--- config.mk ---
export PLATFORM = sky130hd
export DESIGN_NAME = aes_job_scheduler
export DESIGN_NICKNAME = d
export VERILOG_FILES = /design/src/rtl/aes_job_scheduler.sv
export SDC_FILE = /design/constraint.sdc
export NUM_CORES = 1
export LEC_CHECK = 0
export CAP_MARGIN = 20
export CORE_AREA = 2 2 407 409
export CTS_BUF_LIST = sky130_fd_sc_hd__clkbuf_8
export DETAILED_ROUTE_END_ITERATION = 10
export DIE_AREA = 0 0 409 411
export HOLD_SLACK_MARGIN = 0.06
export PLACE_DENSITY = 0.37
export SYNTH_ARGS = -nofsm -noshare
export SYNTH_HDL_FRONTEND = slang
export SYNTH_SLANG_ARGS = --single-unit
--- constraint.sdc ---
create_clock -name clk -period 2.15 [get_ports clk]
set_clock_uncertainty 0.1 [all_clocks]
set_input_delay 0.43 -clock clk [delete_from_list [all_inputs] [get_ports clk]]
set_output_delay 0.43 -clock clk [all_outputs]
set_load 0.01 [all_outputs]
--- src/rtl/aes_job_scheduler.sv ---
// Two-requester job scheduler for a fixed-latency AES128 core: one job in flight,
// round-robin on contention, response held until the consumer accepts it.
module aes_job_scheduler #(
    parameter int unsigned CORE_LATENCY = 12,
    parameter int unsigned CNT_W        = 16
) (
    input  logic             clk,
    input  logic             reset,
    input  logic [1:0]       req_valid,
    output logic [1:0]       req_ready,
    input  logic [127:0]     req0_data,
    input  logic [127:0]     req1_data,
    input  logic [127:0]     req0_key,
    input  logic [127:0]     req1_key,
    output logic             rsp_valid,
    input  logic             rsp_ready,
    output logic [127:0]     rsp_data,
    output logic             rsp_id,
    output logic [127:0]     core_data,
    output logic [127:0]     core_key,
    input  logic [127:0]     core_result,
    output logic             busy,
    output logic [CNT_W-1:0] job_count
);

    typedef enum logic [1:0] {IDLE, WAIT, DONE} state_t;

    localparam logic [7:0] LAT_LOAD = 8'(CORE_LATENCY - 1);

    state_t     state;
    state_t     state_nxt;
    logic       prio;
    logic [7:0] cnt;
    logic       grant_id;
    logic       req_fire;
    logic       rsp_fire;

    // Grant is only offered to a valid requester, so any ready bit is a handshake.
    always_comb begin
        req_ready = '0;
        if (state == IDLE && reset) begin
            case (req_valid)
                2'b01:   req_ready = 2'b01;
                2'b10:   req_ready = 2'b10;
                2'b11:   req_ready = prio ? 2'b10 : 2'b01;
                default: req_ready = '0;
            endcase
        end
    end

    assign grant_id  = req_ready[1];
    assign req_fire  = |req_ready;
    assign rsp_valid = (state == DONE);
    assign rsp_fire  = rsp_valid && rsp_ready;
    assign busy      = (state != IDLE);

    always_comb begin
        state_nxt = state;
        case (state)
            IDLE:    if (req_fire) state_nxt = WAIT;
            WAIT:    if (cnt == '0) state_nxt = DONE;
            DONE:    if (rsp_fire) state_nxt = IDLE;
            default: state_nxt = IDLE;
        endcase
    end

    always_ff @(posedge clk or negedge reset) begin
        if (!reset) begin
            state <= IDLE;
        end else begin
            state <= state_nxt;
        end
    end

    always_ff @(posedge clk or negedge reset) begin
        if (!reset) begin
            prio      <= 1'b0;
            cnt       <= '0;
            rsp_data  <= '0;
            rsp_id    <= 1'b0;
            core_data <= '0;
            core_key  <= '0;
            job_count <= '0;
        end else begin
            if (req_fire) begin
                core_data <= grant_id ? req1_data : req0_data;
                core_key  <= grant_id ? req1_key  : req0_key;
                rsp_id    <= grant_id;
                prio      <= ~grant_id;
                cnt       <= LAT_LOAD;
            end
            if (state == WAIT) begin
                if (cnt == '0) begin
                    rsp_data <= core_result;
                end else begin
                    cnt <= cnt - 8'd1;
                end
            end
            if (rsp_fire) begin
                job_count <= job_count + 1'b1;
            end
        end
    end

endmodule
==> results of run 1 <==
## critical path, delay by kind of cell, from the launching register on
family	cells	cell delay, ns
buffers and inverters	4	0.43
DFF	1	0.41
and+or+nand+nor	2	0.29
## power by group through the flow
stage          sequential [uW]  clock, uW  combinational, uW
2_1_floorplan            15000          0               5720
3_3_place_gp             14000          0              19000
3_5_place_dp             14000          0              19100
4_1_cts                  13900       9310              18200
5_1_grt                  14300       9570              20200
6_report                 13900       8820              18900
## worst max-delay path by stage
stage	slack, ns	to	cells past startpoint	startpoint
2_1_floorplan	0.22	rsp_data[0]$_DFFE_PN0P_	8	cnt[0]$_DFF_PN0_
3_3_place_gp	-0.24	core_data[80]$_DFFE_PN0P_	8	req_valid[1]
3_5_place_dp	-0.28	core_key[80]$_DFFE_PN0P_	8	req_valid[1]
4_1_cts	-0.51	req_ready[0]	6	state[1]$_DFFE_PN0P_
5_1_grt	-0.49	req_ready[0]	6	state[1]$_DFFE_PN0P_
6_report	-0.32	req_ready[0]	6	state[1]$_DFFE_PN0P_
## registers in the layout (all words and copies together), names as in the netlist
name / flops
core_data: 128
rsp_data: 128
cnt: 8
state: 2
job_count: 16
core_key: 128
prio: 1
rsp_id: 1
## layer usage
layer | share of wire [%] | wire length, um | vias up | track usage (%)
li1 | - | - | 8225 | -
met1 | 40 | 50500 | 9192 | 15.8
met2 | 49 | 61600 | 1030 | 23.0
met3 | 7.6 | 9620 | 237 | 4.36
met4 | 3.6 | 4520 | 28 | 6.18
met5 | 0.15 | 184 | - | 0
## final cells by class
cell class	instances	area share, %
Antenna cell	34	0.220
Clock buffer	107	3.81
Clock inverter	42	0.677
Inverter	260	2.57
Multi-Input combinational cell	477	13.2
Sequential cell	412	26.8
Tap cell	2189	7.09
Timing Repair Buffer	1725	45.7
## per-stage QoR
| step | TNS (ns) | hold slack (ns) | worst slack, ns | util, % | std cells |
|---|---|---|---|---|---|
| final | -26.81 | 0.194 | -0.318 | 23.6 | 5246 |
| after global routing | -57.10 | 0.120 | -0.487 | 23.6 | 5242 |
| after CTS | -1.59 | 0.0607 | -0.505 | 22.7 | 5151 |
| after detailed placement | -46.19 | 0.366 | -0.277 | 18.7 | 4476 |
| after global placement | -43.15 | 0.368 | -0.237 | 18.7 | 4476 |
| after floorplan | 0 | 0.0344 | 0.217 | - | 1250 |
## cells in the mapped netlist, types with 2 or more instances
cell,instances
nand4_1,6
mux2_2,24
nor2b_1,2
mux2_4,105
or2_2,2
o31ai_1,3
mux2i_1,4
a21oi_1,4
nor3_1,2
nand2b_1,2
nand3_1,10
nand2_1,15
nor4_1,2
inv_1,258
ha_1,3
and4_1,2
buf_6,13
buf_2,65
a222oi_1,254
clkbuf_1,23
nor2_1,6
xnor2_1,14
dfrtp_1,412
inv_2,2
## logic make-up after synthesis
family / synth area share, %
compound gates: 15.5
xor+xnor: 0.779
fa+ha+maj: 0.223
buf+inv: 9.10
flops: 61.2
mux: 11.2
simple gates: 2.02
## repair_timing
action | CTS | global route
endpoints found under the hold margin | 535 | 0
pin swaps | 1 | 20
setup endpoints to repair | 420 | 180
cloned | 0 | 32
hold buffers | 497 | 0
gates resized for setup | 978 | 62
setup buffers | 29 | 30
==> results.py, run 1 <==
metrics = {
    "synthesis": {
        "syn_area_um2": 16900,
        "syn_inst": 1250,
        "syn-num-nets": 1898,
        "synth_top_area_share_pct": 61.2,
        "synth_area_leader_cell": "dfrtp_1",
        "avgSynthCellArea_um2": 13.5,
        "yosysWarnings": 0,
        "ys.flop_type": "dfrtp_1",
        "ys_ff_latch": 412,
        "ys_seq_area_share_pct": 61.2,
        "synthArstFlopShare_pct": 100,
        "ys_top_cells_by_area": "dfrtp_1 61%, a222oi_1 15%, mux2_4 9.4%",
        "synth_cell_type_count": 41,
        "synth_edf_count": 0,
    },
    "layout": {
        "nets": 3611,
        "multiInputGateArea_um2": 5090,
        "fin_area_um2": 38600,
        "areaGrowthSynthToFinish_pct": 129,
        "layout_commonest_cell": "clkdlybuf4s50_1",
        "fill_cells": 17516,
        "layout_common_cells": "643 x clkdlybuf4s50_1, 497 x dlygate4sd3_1, 395 x dfrtp_1",
        "seq_area_um2": 10300,
        "layout-drive-gt1-share_pct": 19.9,
    },
    "place": {
        "hpwl_mm": 95.9,
        "place_area_um2": 30600,
        "place_congestion": 0.850,
        "io_buffers": 1049,
    },
    "die": {
        "core-area_um2": 164000,
        "die_area_um2": 168000,
        "chipWidth_um": 409,
        "ios": 1050,
        "start_util_pct": 10.3,
        "placementRows": 149,
        "fp.dieH_um": 411,
    },
    "drt": {
        "drt-vias-per-instance": 3.57,
        "drt_iter0_markers": 2230,
        "drc_errors": 0,
        "ant_nets": 0,
        "avgRoutedWirePerCell_um": 24.1,
        "dr.pass1.iters": 9,
        "num_vias": 18712,
        "drt_wl_total_mm": 126,
    },
    "clock_network": {
        "clock_latency_ns": 0.81,
        "cts_tree": "yes",
        "cts.htree.levels": 3,
        "cts_buffer_depth": 3,
        "cts_sinks": 412,
        "cts_buffers": 87,
        "cts_root_buf": "clkbuf_8",
        "clkTransAtPathRegs_ns": 0.05,
    },
    "job": {
        "maxCapViolCount": 0,
    },
    "power_and_ir_drop": {
        "pwr-share-clk_pct": 21.2,
        "combPwrFrac_pct": 45.5,
        "ir_worst_vdd_v": 0.000623,
        "internal-power_uw": 26500,
        "switching_power_uw": 15100,
        "leakagePower_uw": 0.0176,
        "p_per_area_nw_per_um2": 1080,
        "finalPower_uw": 41600,
        "seqPwrFrac_pct": 33.3,
        "p_sw_share_pct": 36.3,
    },
    "worst_setup_path": {
        "crit_required_ns": 1.62,
        "r2r-end": "core_key[81]$_DFFE_PN0P_",
        "crit_slowest_cell": "dfrtp_1",
        "end_kind": "output pin",
        "path_class": "register to output pin",
        "max_stage_delay_ns": 0.41,
        "crit_arrival_ns": 1.94,
        "rr_worst_depth": 11,
        "crit_path_max_fanout": 3,
        "cpMostUsedCell": "buf_6",
        "reg2reg_from": "state[1]$_DFFE_PN0P_",
        "worstPathCellList": "nor3b_2, buf_4, buf_6, nand3_4, inv_8, buf_6",
        "critPathLaunchType": "register",
        "ff2ff_setup_slack_ns": -0.23,
    },
    "timing": {
        "fin_crit_ns": 2.47,
        "maxSlewHeadroom_pct": 28.0,
        "finalSetupViolCount": 237,
        "period_share_pct": 115,
        "worst_slack_ns": -0.318,
        "hold_viol": 0,
        "rsz0062_at_grt": "true",
        "slew_violations": 0,
        "tightestPinTransition_ns": 1.08,
        "max_freq_mhz": 405,
    },
    "min_path": {
        "min-delay-start": "req0_data[69]",
        "holdPathStages": 3,
        "hold_class": "input port to register",
        "min_to": "core_data[69]$_DFFE_PN0P_",
    },
    "global_routing": {
        "grt_pass1_wl_mm": 160,
        "grt-ovfl-total": 0,
        "grtUsageTotal_pct": 13.7,
        "grt_pass1_vias": 19235,
        "grt_max_degree": 128,
        "grt_antenna_before_repair": 79,
    },
    "outcome": {
        "status": "complete, but fails checks",
        "violations": "negative setup slack",
    },
}
Power figures use the tool's default switching activity.
==> inputs of run 2 (changes only) <==
--- a/config.mk
+++ b/config.mk
@@ -6,12 +6,12 @@
 export NUM_CORES = 1
 export LEC_CHECK = 0
 export CAP_MARGIN = 20
-export CORE_AREA = 2 2 407 409
+export CORE_AREA = 2 2 406 408
 export CTS_BUF_LIST = sky130_fd_sc_hd__clkbuf_8
 export DETAILED_ROUTE_END_ITERATION = 10
-export DIE_AREA = 0 0 409 411
+export DIE_AREA = 0 0 408 410
 export HOLD_SLACK_MARGIN = 0.06
-export PLACE_DENSITY = 0.37
+export PLACE_DENSITY = 0.38
 export SYNTH_ARGS = -nofsm -noshare
 export SYNTH_HDL_FRONTEND = slang
 export SYNTH_SLANG_ARGS = --single-unit
==> constraint.sdc (replaced) <==
create_clock -name clk -period 2.08 [get_ports clk]
set_clock_uncertainty 0.1 [all_clocks]
set_input_delay 0.416 -clock clk [delete_from_list [all_inputs] [get_ports clk]]
set_output_delay 0.416 -clock clk [all_outputs]
set_load 0.01 [all_outputs]
==> run 2 against run 1 <==
The flow still finishes with violations (negative setup slack). Hold slack got worse by 0.010 ns. Power is 2.9% higher. Flip-flop and latch count unchanged. Non-clock buffer count fell by 134. Combinational power rose by 2%. Sequential power up 3%. First-iteration DRC count is 7.7% lower. Setup slack got worse by 0.029 ns. Utilization is 0.87 points lower. Die area decreased by 0.49%. Global-route usage increased by 0.19 points. Cell count shrank 2.7%.
==> results.py, run 2 (synthesis gave the netlist of run 1 again) <==
metrics = {
    "worst_setup_path": {
        "critPathLaunchType": "register",
        "crit_path_max_fanout": 2,
        "end_kind": "output pin",
        "crit_required_ns": 1.56,
        "ff2ff_setup_slack_ns": -0.12,
        "path_class": "register to output pin",
        "crit_arrival_ns": 1.91,
    },
    "timing": {
        "worst_slack_ns": -0.347,
        "rsz0062_at_grt": "true",
        "fin_crit_ns": 2.43,
        "finalSetupViolCount": 179,
        "hold_viol": 0,
        "slew_violations": 0,
        "maxSlewHeadroom_pct": 36.5,
        "tightestPinTransition_ns": 0.952,
        "max_freq_mhz": 412,
        "period_share_pct": 117,
    },
    "place": {
        "place_congestion": 0.838,
        "io_buffers": 1049,
        "hpwl_mm": 94.1,
        "dp_slack_ns": -0.345,
        "place_area_um2": 30400,
        "placed_cells": 4461,
    },
    "drt": {
        "drc_errors": 0,
        "drt-vias-per-instance": 3.57,
        "ant_nets": 0,
        "avgRoutedWirePerCell_um": 24.6,
        "drt_wl_total_mm": 125,
        "dr.pass1.iters": 7,
        "drt_iter0_markers": 2058,
        "num_vias": 18237,
    },
    "global_routing": {
        "grt_max_degree": 130,
        "grtUsageTotal_pct": 13.9,
        "grt-ovfl-total": 0,
        "grt_pass1_wl_mm": 162,
        "grt_antenna_before_repair": 83,
        "grt_pass1_vias": 18913,
    },
    "power_and_ir_drop": {
        "finalPower_uw": 42800,
        "leakagePower_uw": 0.0170,
        "ir_worst_vdd_v": 0.000514,
        "p_per_area_nw_per_um2": 1150,
    },
    "die": {
        "core-area_um2": 163000,
        "start_util_pct": 10.3,
        "ios": 1050,
        "placementRows": 149,
        "fp.dieH_um": 410,
        "die_area_um2": 167000,
        "chipWidth_um": 408,
    },
    "layout": {
        "layout_commonest_cell": "clkdlybuf4s50_1",
        "areaGrowthSynthToFinish_pct": 120,
        "fill_cells": 17696,
        "final_core_util_pct": 22.7,
        "layout_common_cells": "643 x clkdlybuf4s50_1, 395 x dfrtp_1, 369 x dlygate4sd3_1",
        "reg_top3": "core_data x128, core_key x128, rsp_data x128",
        "layout-drive-gt1-share_pct": 20.8,
        "nets": 3477,
        "finalNonFillerCells": 5104,
        "fin_area_um2": 37100,
    },
    "clock_network": {
        "cts_buffers": 87,
        "cts_tree": "yes",
        "cts_buffer_depth": 3,
        "cts.htree.levels": 3,
        "cts_root_buf": "clkbuf_8",
        "clkTransAtPathRegs_ns": 0.06,
        "clock_latency_ns": 0.75,
        "cts_sinks": 412,
    },
    "outcome": {
        "violations": "negative setup slack",
        "status": "complete, but fails checks",
    },
    "min_path": {
        "hold_class": "input port to register",
    },
    "job": {
        "maxCapViolCount": 0,
    },
}
## run 2: final timing paths
path	depth (start not counted)	end	start
worst min-delay path	3	core_data[36]$_DFFE_PN0P_	req1_data[36]
max in group asynchronous	5	core_data[81]$_DFFE_PN0P_	reset
worst max register to register	9	core_key[125]$_DFFE_PN0P_	state[1]$_DFFE_PN0P_
min in group asynchronous	4	core_data[117]$_DFFE_PN0P_	reset
worst max-delay path	6	req_ready[1]	state[1]$_DFFE_PN0P_
worst min register to register	1	job_count[15]$_DFFE_PN0P_	job_count[15]$_DFFE_PN0P_
## run 2: final cells by class
| type | count | area, um2 | share of cell area, % |
|---|---|---|---|
| Timing Repair Buffer | 1591 | 16100 | 43.5 |
| Sequential cell | 412 | 10300 | 27.9 |
| Multi-Input combinational cell | 477 | 5090 | 13.7 |
| Tap cell | 2189 | 2740 | 7.38 |
| Clock buffer | 108 | 1490 | 4.01 |
| Inverter | 260 | 993 | 2.68 |
| Clock inverter | 42 | 259 | 0.698 |
| Antenna cell | 25 | 62.6 | 0.169 |
## run 2: worst max-delay path, stage by stage (launching register included)
cell,delay (ns)
dfrtp_1,0.42
nor3b_4,0.24
buf_4,0.15
buf_6,0.09
nand3_4,0.09
inv_8,0.07
buf_6,0.09
## run 2: repair_timing
| action | CTS | global route |
|---|---|---|
| cloned | 8 | 23 |
| setup buffers | 61 | 13 |
| hold buffers | 369 | 0 |
| resized for setup | 1027 | 40 |
| hold endpoints to repair | 444 | 0 |
| pin swaps | 11 | 28 |
| setup endpoints to repair | 587 | 286 |
## run 2: per-layer routing
layer | GRT usage (%) | up-vias | routed length (um)
met2 | 24.1 | 950 | 61600
met4 | 4.12 | 52 | 3500
met3 | 4.65 | 248 | 10500
li1 | - | 7939 | -
met1 | 16.0 | 9048 | 49600
met5 | 0 | - | 321
## run 2: power by group
group / switching [uW] / internal [uW] / total [uW]
sequential: 2560 / 11800 / 14300
clock: 4350 / 4830 / 9170
combinational: 8860 / 10400 / 19300
total: 15800 / 27100 / 42800
## run 2: stage by stage
step                hold WS (ns)  TNS (ns)
CTS                       0.0600    -18.20
global placement           0.367    -71.22
floorplan                 0.0204         0
finish                     0.184     -9.25
detailed placement         0.365    -61.73
global route              0.0826    -37.81
